## config.mk

```make
export PLATFORM = sky130hd
export DESIGN_NAME = seq_match_ctrl
export DESIGN_NICKNAME = d
export VERILOG_FILES = /design/src/rtl/seq_match_pkg.sv /design/src/rtl/seq_match_shift.sv /design/src/rtl/seq_match_ctrl.sv
export SDC_FILE = /design/constraint.sdc
export NUM_CORES = 1
export LEC_CHECK = 0
export CAP_MARGIN = 40
export CORE_ASPECT_RATIO = 1.5
export CORE_MARGIN = 4
export CORE_UTILIZATION = 35
export CTS_CLUSTER_DIAMETER = 50
export DETAILED_ROUTE_END_ITERATION = 8
export DONT_BUFFER_PORTS = 1
export HOLD_SLACK_MARGIN = 0.02
export PLACE_DENSITY_LB_ADDON = 0.1
export SLEW_MARGIN = 20
export SYNTH_ARGS = -nofsm -noshare
export SYNTH_HDL_FRONTEND = slang
export SYNTH_HIERARCHICAL = 1
export SYNTH_SLANG_ARGS = --single-unit
```

## constraint.sdc

```tcl
create_clock -name i_clock -period 3.1 [get_ports i_clock]
set_input_delay 0.31 -clock i_clock [delete_from_list [all_inputs] [get_ports i_clock]]
set_output_delay 0.31 -clock i_clock [all_outputs]
set_load 0.01 [all_outputs]
```

## src/rtl/seq_match_pkg.sv

```systemverilog
// Shared types and power-on configuration for the serial pattern detector.
package seq_match_pkg;

  typedef enum logic [1:0] {
    DISABLED = 2'd0,
    ARMED    = 2'd1,
    HOLD     = 2'd2
  } state_t;

  localparam int unsigned DEF_PATTERN = 'b1010;
  localparam int unsigned DEF_LEN     = 4;
  localparam logic        DEF_OVERLAP = 1'b1;

endpackage

```

## src/rtl/seq_match_shift.sv

```systemverilog
// History shift register, fill counter and length-masked pattern compare.
// hit is combinational and only asserts on the cycle a qualified bit is shifted.
module seq_match_shift #(
  parameter int PAT_MAX = 8,
  parameter int LEN_W   = 4
) (
  input  logic               clock,
  input  logic               reset,
  input  logic               clear,
  input  logic               shift,
  input  logic               data_bit,
  input  logic [PAT_MAX-1:0] pattern,
  input  logic [LEN_W-1:0]   len,
  input  logic               overlap,
  output logic               hit,
  output logic               busy
);

  logic [PAT_MAX-1:0] hist, hist_n, mask;
  logic [LEN_W-1:0]   fill, fill_n;

  always_comb begin
    hist_n = {hist[PAT_MAX-2:0], data_bit};
    fill_n = (fill == LEN_W'(PAT_MAX)) ? fill : fill + 1'b1;
    mask   = '0;
    for (int i = 0; i < PAT_MAX; i++) mask[i] = (LEN_W'(i) < len);
    hit = shift && (fill_n >= len) && (((hist_n ^ pattern) & mask) == '0);
  end

  assign busy = (fill != '0);

  // Clear wins over shift: a bit arriving as the detector is disabled still
  // produces its hit, but the history does not survive into the next session.
  always_ff @(posedge clock) begin
    if (reset || clear) begin
      hist <= '0;
      fill <= '0;
    end else if (shift) begin
      hist <= hist_n;
      fill <= (hit && !overlap) ? '0 : fill_n;
    end
  end

endmodule

```

## src/rtl/seq_match_ctrl.sv

```systemverilog
// Programmable serial pattern detector: FSM, LED hold timer, match counter, config.
// Optional idle timeout that discards partial patterns: define SEQ_MATCH_TIMEOUT_EN.
module seq_match_ctrl
  import seq_match_pkg::*;
#(
  parameter int PAT_MAX     = 8,
  parameter int LEN_W       = 4,
  parameter int CNT_W       = 8,
  parameter int HOLD_CYC    = 4,
  parameter int TIMEOUT_CYC = 16
) (
  input  logic               i_clock,
  input  logic               i_reset,
  input  logic               i_enable,
  input  logic               i_cfg_we,
  input  logic [PAT_MAX-1:0] i_cfg_pattern,
  input  logic [LEN_W-1:0]   i_cfg_len,
  input  logic               i_cfg_overlap,
  input  logic               i_bit,
  input  logic               i_bit_valid,
  output logic               o_match,
  output logic               o_led,
  output logic [CNT_W-1:0]   o_match_count,
  output logic               o_armed,
  output logic               o_cfg_err
);

  localparam int HW = $clog2(HOLD_CYC + 1);

  state_t             state, state_n;
  logic [HW-1:0]      hold_cnt, hold_n;
  logic [PAT_MAX-1:0] pattern;
  logic [LEN_W-1:0]   len;
  logic               overlap;
  logic               active, shift, hit, busy, timeout, clr_hist, cfg_ok;

  assign active   = (state != DISABLED);
  assign shift    = active && i_bit_valid;
  assign clr_hist = (active && !i_enable) || timeout;
  assign cfg_ok   = i_cfg_we && (state == DISABLED) &&
                    (i_cfg_len != '0) && (i_cfg_len <= LEN_W'(PAT_MAX));

  seq_match_shift #(.PAT_MAX(PAT_MAX), .LEN_W(LEN_W)) u_shift (
    .clock    (i_clock),
    .reset    (i_reset),
    .clear    (clr_hist),
    .shift    (shift),
    .data_bit (i_bit),
    .pattern  (pattern),
    .len      (len),
    .overlap  (overlap),
    .hit      (hit),
    .busy     (busy)
  );

`ifdef SEQ_MATCH_TIMEOUT_EN
  localparam int TW = $clog2(TIMEOUT_CYC + 1);
  logic [TW-1:0] idle;

  assign timeout = active && busy && !i_bit_valid && (idle == TW'(TIMEOUT_CYC - 1));

  always_ff @(posedge i_clock) begin
    if (i_reset || !active || !busy || i_bit_valid || timeout) idle <= '0;
    else                                                      idle <= idle + 1'b1;
  end
`else
  logic unused_timeout;
  assign timeout        = 1'b0;
  assign unused_timeout = &{1'b0, busy, TIMEOUT_CYC[0]};
`endif

  // A match while lit reloads the timer so back-to-back matches keep the LED on.
  always_comb begin
    state_n = state;
    hold_n  = hold_cnt;
    unique case (state)
      DISABLED: if (i_enable) state_n = ARMED;
      ARMED: if (hit) begin
        state_n = HOLD;
        hold_n  = HW'(HOLD_CYC);
      end
      HOLD: begin
        if (hit) hold_n = HW'(HOLD_CYC);
        else if (hold_cnt == HW'(1)) begin
          state_n = ARMED;
          hold_n  = '0;
        end else hold_n = hold_cnt - 1'b1;
      end
      default: state_n = DISABLED;
    endcase
    if (active && !i_enable) begin
      state_n = DISABLED;
      hold_n  = '0;
    end
  end

  always_ff @(posedge i_clock) begin
    if (i_reset) begin
      state         <= DISABLED;
      hold_cnt      <= '0;
      pattern       <= PAT_MAX'(DEF_PATTERN);
      len           <= LEN_W'(DEF_LEN);
      overlap       <= DEF_OVERLAP;
      o_match       <= 1'b0;
      o_cfg_err     <= 1'b0;
      o_match_count <= '0;
    end else begin
      state     <= state_n;
      hold_cnt  <= hold_n;
      o_match   <= hit;
      o_cfg_err <= i_cfg_we && !cfg_ok;
      if (cfg_ok) begin
        pattern       <= i_cfg_pattern;
        len           <= i_cfg_len;
        overlap       <= i_cfg_overlap;
        o_match_count <= '0;
      end else if (hit && (o_match_count != '1)) begin
        o_match_count <= o_match_count + 1'b1;
      end
    end
  end

  assign o_led   = (state == HOLD);
  assign o_armed = active;

endmodule

```

==> results.cfg <==
[outcome]
status = completed

[placement]
dp_slack_ps = 309
port_buffers = 0
gp_congestion = 0.780
place_hpwl_um = 3360

[critical_path]
cp_cell_sequence = inv_1 -> ha_1 -> nand2_1 -> nand3_1 -> o21ai_0 -> ha_1 -> o21a_1 -> o21ai_0 -> nor3_1 -> and3_1 -> nand3_1 -> a311oi_1 -> xnor2_1 -> nor2_1
r2r_cells = 14
crit_fanout = 10
cp.arrival_ps = 2980
cp.required_ps = 3280
cp-end-kind = flop
setup.worst_path.start_class = flop
cpPeakStageDelay_ps = 410
cp_slowest_cell = dfxtp_1
critPathKind = reg2reg

[cells_and_area]
diodes = 0
drive_gt1_frac = 0.0925
area_delta_synth_final_pct = 6.19
nets = 254
final_util = 0.389

[clock_network]
clock-root-buffer = clkbuf_8
clk_latency_ps = 290
cts_hold_buf = 0
clockBufferDepth = 2
post_cts_resized = 0
cts_made_buffers = 5
h-tree-depth = 2
cts_setup_buffers = 0
cts_tree = yes
cts.sinks = 39
clkTransAtPathRegs_ps = 80

[timing]
rsz0062_at_grt = false
finalSetupTns_ps = 0
max_freq_mhz = 357
max-slew-margin-rel = 0.756
drv_slew = 0
fin_ws_ps = 299
worst_pin_slew_ps = 361
fin_worst_skew_ps = 3.75
fin_crit_sh = 0.904
hold_viol = 0
setup_viol = 0
min_period_ps = 2800

[synthesis]
netlist_area_um2 = 2040
avgSynthCellArea_um2 = 9.08
syn_nets = 253
syn_inst = 225
synth-warning-count = 6

[die]
core_area_um2 = 5570
die_area_um2 = 7150
start_util = 0.366
fp.dieW_um = 70.4
ios = 31
die_height_um = 102
num_rows = 33

[route]
drtIter0Drc = 73
via_per_inst = 5.13
vias = 1525
antenna_left = 0
wirelength_um = 4420
dr.pass1.iters = 4
drc_errors = 0
post_drt_wl_per_cell_um = 14.9

[worst_hold_path]
worstHoldPathCells = 1
hp-class = in2reg

[power]
vdd_drop_max_v = 0.000265
p_leak_nw = 0.828
power.density_nw_per_um2 = 430

[global_routing]
grt_usage = 0.132
grt_pass1_vias = 1532
grt_max_degree = 24
grt_overflow = 0
antenna_found_initial = 0
grt_pass1_wl_um = 7450

[run]
cap_violations = 0
[path summary, 6_finish.rpt]
path	to	from	slack, ps
worst max-delay path	o_match_count[4]$_SDFFE_PP0P_	u_shift/fill[0]$_SDFFE_PP0P_	300
worst max register to register	o_match_count[4]$_SDFFE_PP0P_	u_shift/fill[0]$_SDFFE_PP0P_	300
worst min-delay path	len[0]$_SDFFE_PP0P_	i_reset	90
worst min register to register	hold_cnt[0]$_SDFFE_PP0P_	hold_cnt[0]$_SDFFE_PP0P_	480
[metrics by stage]
stage	hold WS, ps	cells	power (mW)	cell area [um2]
after floorplan	422	225	0.606	2040
after global placement	389	289	0.616	2090
after detailed placement	390	289	0.615	2090
after CTS	75.7	297	0.949	2170
after global routing	73.9	297	0.974	2170
final	91.4	297	0.933	2170
[routing by layer]
metal  share of wire  GRT usage  vias to the layer above  routed length [um]
li1                -          -                      778                   -
met1            0.40      0.133                      713                1750
met2            0.54      0.253                       30                2400
met3           0.043     0.0338                        4                 190
met4           0.018     0.0575                        0                  78
met5               0          0                        -                   0
[cell usage in the layout (no fill, tap or decap), drive strengths merged, types with 2 or more instances in the layout]
master,n
nand2b,4
nor2,34
nor2b,5
buf,3
nand2,7
xor2,4
a31oi,3
or2,2
nor3,7
nand4,3
o21ai,10
dfxtp,39
ha,9
xnor2,12
clkbuf,7
and3,3
a311oi,2
a211oi,5
nand3,8
inv,14
mux2i,18
a21oi,10
[flip-flops by register name (all words and copies together) (netlist names)]
| signal | cells |
|---|---|
| o_match_count | 8 |
| pattern | 8 |
| u_shift/hist | 7 |
| len | 4 |
| u_shift/fill | 4 |
| hold_cnt | 3 |
| state | 2 |
| o_cfg_err | 1 |
| o_match | 1 |
| overlap | 1 |
[area by class of cell]
| type | count | area [um2] |
|---|---|---|
| clock buffer | 7 | 76.3 |
| clock inverter | 1 | 5.00 |
| fill | 594 | 3410 |
| inverter | 14 | 52.6 |
| multi-input combinational | 163 | 1140 |
| sequential | 39 | 781 |
| tap | 70 | 87.6 |
| timing repair buffer | 3 | 22.5 |
[power by group]
group	switching, mW	internal [mW]
logic	0.0393	0.0366
clock network	0.173	0.158
registers	0.0132	0.512
[critical path: cells and delay by family (launching register included)]
family | cells | cell delay [ps]
simple gates | 6 | 880
buf+inv | 1 | 100
compound gates | 4 | 670
fa+ha+maj | 2 | 470
flops | 1 | 410
xor+xnor | 1 | 160
No activity file was read; power rests on OpenSTA's default activity.
